==> src/rtl/edge_cnt_pkg.sv <==
// rtl/edge_cnt_pkg.sv - shared defaults and wrap/saturate increment helper for edge_event_counter
package edge_cnt_pkg;

   localparam int DEF_WIDTH       = 16;
   localparam int DEF_CHANNELS    = 4;
   localparam int DEF_SYNC_STAGES = 2;
   localparam int DEF_SATURATE    = 0;

   // Widest counter the helper can serve; callers zero-extend into it.
   localparam int MAX_WIDTH = 64;

   typedef struct packed {
      logic                 ovf;
      logic [MAX_WIDTH-1:0] cnt;
   } inc_result_t;

   // Increment a width-bit count; at all-ones either wrap to 0 or hold, and flag overflow.
   function automatic inc_result_t cnt_inc(input logic [MAX_WIDTH-1:0] cnt,
                                           input int unsigned          width,
                                           input logic                 sat);
      logic [MAX_WIDTH-1:0] all_ones;
      inc_result_t          r;
      if (width >= MAX_WIDTH)
         all_ones = '1;
      else
         all_ones = (MAX_WIDTH'(1) << width) - MAX_WIDTH'(1);
      if (cnt == all_ones) begin
         r.ovf = 1'b1;
         r.cnt = sat ? all_ones : '0;
      end else begin
         r.ovf = 1'b0;
         r.cnt = cnt + MAX_WIDTH'(1);
      end
      return r;
   endfunction

endpackage

==> src/rtl/edge_sync_detect.sv <==
// rtl/edge_sync_detect.sv - per-channel synchroniser chain with rise/fall edge detection
module edge_sync_detect
   import edge_cnt_pkg::*;
#(
   parameter int SYNC_STAGES = DEF_SYNC_STAGES
) (
   input  logic clk,
   input  logic rst,
   input  logic d,
   output logic rise,
   output logic fall
);

   logic [SYNC_STAGES-1:0] sync_q;
   logic                   hist_q;

   // Shift the async input through the synchroniser, then keep one cycle of history.
   always_ff @(posedge clk or posedge rst) begin
      if (rst) begin
         sync_q <= '0;
         hist_q <= 1'b0;
      end else begin
         sync_q <= {sync_q[SYNC_STAGES-2:0], d};
         hist_q <= sync_q[SYNC_STAGES-1];
      end
   end

   // Rise and fall are mutually exclusive: they compare the same two flops.
   assign rise = sync_q[SYNC_STAGES-1] & ~hist_q;
   assign fall = ~sync_q[SYNC_STAGES-1] & hist_q;

endmodule

==> src/rtl/edge_event_counter.sv <==
// rtl/edge_event_counter.sv - multi-channel rise/fall event counter with overflow flags and snapshot
module edge_event_counter
   import edge_cnt_pkg::*;
#(
   parameter int WIDTH       = DEF_WIDTH,
   parameter int CHANNELS    = DEF_CHANNELS,
   parameter int SYNC_STAGES = DEF_SYNC_STAGES,
   parameter int SATURATE    = DEF_SATURATE
) (
   input  logic                      clk,
   input  logic                      rst,
   input  logic                      en,
   input  logic                      clr,
   input  logic [CHANNELS-1:0]       sig_in,
   input  logic                      snap,
   output logic [CHANNELS*WIDTH-1:0] rise_cnt,
   output logic [CHANNELS*WIDTH-1:0] fall_cnt,
   output logic [CHANNELS-1:0]       ovf,
   output logic [CHANNELS*WIDTH-1:0] snap_rise,
   output logic [CHANNELS*WIDTH-1:0] snap_fall,
   output logic                      snap_valid
);

   localparam logic SAT_MODE = (SATURATE != 0);

   for (genvar i = 0; i < CHANNELS; i++) begin : g_ch
      logic             rise;
      logic             fall;
      logic [WIDTH-1:0] rise_q;
      logic [WIDTH-1:0] fall_q;
      logic             ovf_q;
      inc_result_t      rise_inc;
      inc_result_t      fall_inc;
      logic             unused_inc_hi;

      edge_sync_detect #(
         .SYNC_STAGES (SYNC_STAGES)
      ) u_sync (
         .clk  (clk),
         .rst  (rst),
         .d    (sig_in[i]),
         .rise (rise),
         .fall (fall)
      );

      // Precompute the next value of each counter under the wrap/saturate rule.
      always_comb begin
         rise_inc = cnt_inc(MAX_WIDTH'(rise_q), WIDTH, SAT_MODE);
         fall_inc = cnt_inc(MAX_WIDTH'(fall_q), WIDTH, SAT_MODE);
      end

      // Helper bits above WIDTH are always zero and carry no information.
      assign unused_inc_hi = |{rise_inc.cnt, fall_inc.cnt};

      // Count edges when enabled; clear beats increment, and ovf is sticky until clear.
      always_ff @(posedge clk or posedge rst) begin
         if (rst) begin
            rise_q <= '0;
            fall_q <= '0;
            ovf_q  <= 1'b0;
         end else if (clr) begin
            rise_q <= '0;
            fall_q <= '0;
            ovf_q  <= 1'b0;
         end else if (en) begin
            if (rise) begin
               rise_q <= rise_inc.cnt[WIDTH-1:0];
               if (rise_inc.ovf)
                  ovf_q <= 1'b1;
            end
            if (fall) begin
               fall_q <= fall_inc.cnt[WIDTH-1:0];
               if (fall_inc.ovf)
                  ovf_q <= 1'b1;
            end
         end
      end

      assign rise_cnt[i*WIDTH +: WIDTH] = rise_q;
      assign fall_cnt[i*WIDTH +: WIDTH] = fall_q;
      assign ovf[i]                     = ovf_q;
   end

   // Capture the pre-update live counts on request; clr leaves the snapshot untouched.
   always_ff @(posedge clk or posedge rst) begin
      if (rst) begin
         snap_rise  <= '0;
         snap_fall  <= '0;
         snap_valid <= 1'b0;
      end else begin
         snap_valid <= snap;
         if (snap) begin
            snap_rise <= rise_cnt;
            snap_fall <= fall_cnt;
         end
      end
   end

endmodule

==> config.mk <==
export PLATFORM = sky130hd
export DESIGN_NAME = edge_event_counter
export DESIGN_NICKNAME = d
export VERILOG_FILES = /design/src/rtl/edge_cnt_pkg.sv /design/src/rtl/edge_sync_detect.sv /design/src/rtl/edge_event_counter.sv
export SDC_FILE = /design/constraint.sdc
export NUM_CORES = 1
export LEC_CHECK = 0
export ABC_AREA = 0
export BUFFER_PORTS_ARGS = -buffer_cell sky130_fd_sc_hd__buf_2
export CORE_MARGIN = 1
export CORE_UTILIZATION = 49
export CTS_CLUSTER_DIAMETER = 120
export CTS_CLUSTER_SIZE = 30
export DETAILED_ROUTE_END_ITERATION = 8
export PLACE_DENSITY = 0.75
export SLEW_MARGIN = 20
export SYNTH_ARGS = -nofsm -noshare
export SYNTH_HDL_FRONTEND = slang
export SYNTH_SLANG_ARGS = --single-unit
==> constraint.sdc <==
create_clock -name clk -period 8.1 [get_ports clk]
set_input_delay 1.215 -clock clk [delete_from_list [all_inputs] [get_ports clk]]
set_output_delay 1.215 -clock clk [all_outputs]
set_load 0.02 [all_outputs]
Word level (Yosys, flattened, before mapping)
Index checks and enable logic that the tools add are counted.

Output and inout port bits: 261. Input port bits: 9. Bits in registers: 273. Word-level logic and storage cells: 128.

Reduce and logical (&&, ||, !) cells: 17. Add/sub/neg operators: 8. Multiplexer cells: 56. Equality and inequality tests: 8. Bitwise gates (word level): 16.

Operators with widths (number): 2-to-1 mux 65 bit (8); 2-to-1 mux 16 bit (24); adder 16 x 1 -> 17 bit, second input constant (8); equality test 16 bit, second input constant (8); 2-to-1 mux 1 bit (24); nonzero test 2 bit (9); AND reduction 2 bit (8); bitwise AND 1 bit (8); inverter 1 bit (8).

Longest topological paths before layout
Word-level depth: 8. Depth in mapped cells: 7. Depth with buffers taken out: 6.

Modules after synthesis
Synthesis repeated with hierarchy kept, for this count alone.

Cell total of the unflattened synthesis: 1035. Area, all modules: 12089.1 sq um.

Modules (own cells, without submodules): edge_event_counter (area each 11713.7 sq um, cells each 1011, instances 1, sequential area each 6531.3 sq um); edge_sync_detect (area each 93.8 sq um, cells each 6, instances 4, sequential area each 75.1 sq um).

Least setup slack after synthesis
Ideal clock, no wire load.

Path type: input to register. From: input en. To: register g_ch[1].fall_q[13]. Setup slack: 5576 ps. Stages: 6. Required time: 8022 ps. Library setup time: 78 ps. Path buffers: 1. Data arrival time: 2446 ps. Path through: clkbuf_8 -> nand3b_2 -> nor4_4 -> nand2_1 -> or3_1 -> a21oi_1.

Cells in the longest elaborated chain, start to end: 2.

Ends and longest elaborated chain: start: declaration (RTL line edge_event_counter.sv:12) `input logic en,`; nonzero test 2 bit (no source line); AND reduction 2 bit (no source line); end signal: assignment (RTL line edge_event_counter.sv:72) `fall_q <= fall_inc.cnt[WIDTH-1:0];`; end: declaration (RTL line edge_event_counter.sv:30) `logic [WIDTH-1:0] fall_q;`.

Every way passes these cells. A chain may end at the register's enable or synchronous reset.

Worst setup path in the final report
From: input clr. To: register g_ch[2].rise_q[14].

Cells in the longest elaborated chain, start to end: 2. Elaborated cells between the ends (all ways): 4. Those cells by class: mux: 1; reduce/logical: 3.

Ends and longest elaborated chain: start: declaration (RTL line edge_event_counter.sv:13) `input logic clr,`; nonzero test 2 bit (no source line); AND reduction 2 bit (no source line); end signal: assignment (RTL line edge_event_counter.sv:67) `rise_q <= rise_inc.cnt[WIDTH-1:0];`; end: declaration (RTL line edge_event_counter.sv:29) `logic [WIDTH-1:0] rise_q;`.

Parallel ways exist; a longest one is shown, timed or not.

==> flow_metrics.env <==
export IMPL_maxSlewHeadroom_pct=35.57
export IMPL_numCtsBuffers=13
export IMPL_cts_htree_levels=1
export IMPL_p_leak_nw=7.338
export IMPL_design_area_sq_um=14090
export IMPL_path_delay_family="buffers and inverters"
export IMPL_cap_violations=0
export IMPL_layout_cells_non_filler=1622
export IMPL_io_pins=270
export IMPL_postCtsSetupBuffers=0
export IMPL_yosysTopAreaCell="dfrtp_1"
export IMPL_syn_nets=1067
export IMPL_via_per_inst=5.564
export IMPL_drc=0
export IMPL_synth_distinct_cells=58
export IMPL_synthFlopType="dfrtp_1"
export IMPL_switchingPower_mw=0.5318
export IMPL_crit_required_ns=8.50
export IMPL_yosysWarnings=0
export IMPL_peakVddDrop_mv=0.1690
export IMPL_wl_mm=27.12
export IMPL_die_h_um=159.1
export IMPL_setup_viol=0
export IMPL_clock_sinks=273
export IMPL_antenna_found_initial=0
export IMPL_fin_nets=1314
export IMPL_dp_hpwl_mm=18.35
export IMPL_synthCells=1050
export IMPL_clk_latency_ns=0.50
export IMPL_vias=9024
export IMPL_p_int_mw=1.712
export IMPL_postCtsHoldBufs=0
export IMPL_min_period_ns=2.819
export IMPL_fmax_mhz=354.7
export IMPL_crit_top_cell="buf_4"
export IMPL_pwr_share_comb_pct=5.5
export IMPL_dieArea_sq_um=25320
export IMPL_cts_resized=0
export IMPL_status="finished clean"
export IMPL_finalWorstSetupSlack_ns=5.281
export IMPL_grt_pass1_wl_mm=45.02
export IMPL_power_frac_clock_pct=32.6
export IMPL_path_class="in2reg"
export IMPL_clockRootBuffer="clkbuf_16"
export IMPL_ys_async_sr_fraction_pct=100.0
export IMPL_yosysSeqAreaShare_pct=56.46
export IMPL_fp_dieW_um=159.1
export IMPL_synth_avg_cell_area_sq_um=11.52
export IMPL_cp_slowest_cell="buf_4"
export IMPL_grt_usage_pct=21.26
export IMPL_fin_util_pct=58.11
export IMPL_cts_tree="done"
export IMPL_grt_max_degree=139
export IMPL_clk_pin_slew_ns=0.12
export IMPL_post_route_period_util_pct=34.80
export IMPL_crit_buf_inv=3
export IMPL_syn2layout_area_growth_pct=16.46
export IMPL_timing_hold_ws_ns=0.3408
export IMPL_dp_cells=1605
export IMPL_synth_edf_count=0
export IMPL_fin_skew_ns=0.03242
export IMPL_clk_path_buf_depth=3
export IMPL_start_kind="input port"
export IMPL_num_rows=57
export IMPL_yosys_area_top_type_share_pct=56.46
export IMPL_worst_slew_pin_slew_ns=0.9585
export IMPL_first_iter_violations=456
export IMPL_p_per_area_nw_per_um2=159.3
export IMPL_path_cells="buf_2 -> buf_4 -> buf_4 -> o211ai_1 -> nor4_1 -> xnor2_1 -> nor2_1"
export IMPL_p_sw_share_pct=23.70
export IMPL_drive_gt1_share_pct=33.85
export IMPL_post_place_ws_ns=4.787
export IMPL_total_power_mw=2.244
export IMPL_cp_max_fo=60
export IMPL_place_congestion=0.8390
export IMPL_finalSetupTns_ns=0
export IMPL_grt_setup_unrepaired="no"
export IMPL_io_buffers=269
export IMPL_worst_endpoint_arrival_ns=3.22
export IMPL_core_area_sq_um=24250
export IMPL_synth_cell_area_sq_um=12100
export IMPL_slew_violations=0
export IMPL_p_seq_share_pct=61.9
export IMPL_synth_area_top_cells="dfrtp_1 (56%), mux2_2 (12%), xor2_1 (3.7%)"
export IMPL_slowest_delay_ns=0.58
export IMPL_gr_total_overflow=0
export IMPL_wl_per_cell_um=16.72
export IMPL_end_kind="flop"
export IMPL_grt_pass1_vias=8667
export IMPL_antenna_left=0
export IMPL_placed_area_sq_um=13700
export IMPL_synth_ff_latch_count=273
export IMPL_hold_viol_final=0
export IMPL_start_util_pct=49.90
export IMPL_firstDrtPassIters=4
export IMPL_hold_path_class="reg2reg"
export IMPL_n_fill_cell=2080
[path summary, 6_finish.rpt]
| path | startpoint | endpoint | slack [ns] | cells after the start |
|---|---|---|---|---|
| max | clr | g_ch[2].rise_q[14] | 5.28 | 7 |
| min | g_ch[0].u_sync.sync_q[0] | g_ch[0].u_sync.sync_q[1] | 0.34 | 0 |
| max reg2reg | g_ch[0].rise_q[0] | g_ch[0].rise_q[7] | 5.72 | 6 |
| min reg2reg | g_ch[0].u_sync.sync_q[0] | g_ch[0].u_sync.sync_q[1] | 0.34 | 0 |
| max in group asynchronous | rst | snap_fall[8] | 5.69 | 4 |
| min in group asynchronous | rst | g_ch[3].rise_q[8] | 0.96 | 3 |
[cells in the final DEF, fill, tap and decap left out, drive strengths merged, types with 20 or more instances in the layout]
| master | synthesis | layout |
|---|---|---|
| a21oi | 48 | 48 |
| and3 | 20 | 20 |
| buf | 17 | 278 |
| dfrtp | 273 | 273 |
| mux2 | 129 | 129 |
| nand2 | 74 | 74 |
| nand3 | 56 | 56 |
| nand4 | 38 | 38 |
| nor2 | 113 | 113 |
| o21ai | 31 | 31 |
| xnor2 | 22 | 22 |
| xor2 | 51 | 51 |
[per-layer routing]
metal / part of all wire [%] / GRT usage (%) / vias up
li1: - / - / 4226
met1: 45 / 29.22 / 4516
met2: 47 / 34.87 / 253
met3: 5.8 / 4.116 / 29
met5: 0 / 0 / -
met4: 2.1 / 5.201 / 0
[Yosys cell counts, drive strengths merged, types with 20 or more instances]
library cell,count
a21oi,48
and3,20
clkbuf,29
dfrtp,273
mux2,129
nand2,74
nand3,56
nand4,38
nor2,113
o21ai,31
xnor2,22
xor2,51
[worst register-to-register path, cell delays in order (launching register included)]
cell and delay, ns:
dfrtp_1 0.49, ha_1 0.24, nand3_1 0.15, nor4_2 0.86, o21ai_0 0.22, a22oi_1 0.22
nor2_1 0.06
[cell type report]
cell class | count | area [sq um] | area share (%)
timing repair buffer | 278 | 1449 | 10.28
clock inverter | 2 | 38.79 | 0.2753
sequential | 273 | 6832 | 48.48
clock buffer | 13 | 325.3 | 2.309
multi-input combinational | 723 | 5005 | 35.52
tap | 324 | 405.4 | 2.877
antenna | 1 | 2.502 | 0.01776
inverter | 8 | 33.78 | 0.2397
[kinds of logic (layout without fill, tap and decap cells)]
family          after synthesis  in the layout  synth area share (%)
compound gates              124            124                 6.267
fa+ha+maj                     8              8                0.8273
mux                         137            137                 12.67
xor+xnor                     73             73                 5.284
simple gates                381            381                 16.32
buf+inv                      54            301                 2.172
other cells                   0              1                     0
flops                       273            273                 56.46
[power by group through the flow]
stage,clock network [mW],logic (mW),registers [mW]
after floorplan,0,0.0769,1.42
after global placement,0,0.122,1.41
after detailed placement,0,0.124,1.42
after CTS,0.760,0.124,1.39
after global routing,0.800,0.137,1.39
final,0.733,0.122,1.39
[registers in the layout, summed over array words and instances (netlist names)]
register and flops:
g_ch.u_sync.hist_q 4, g_ch.u_sync.sync_q 8, g_ch.rise_q 64, snap_valid 1, snap_fall 64, snap_rise 64
g_ch.fall_q 64, g_ch.ovf_q 4
(Power assumes the default switching activity.)
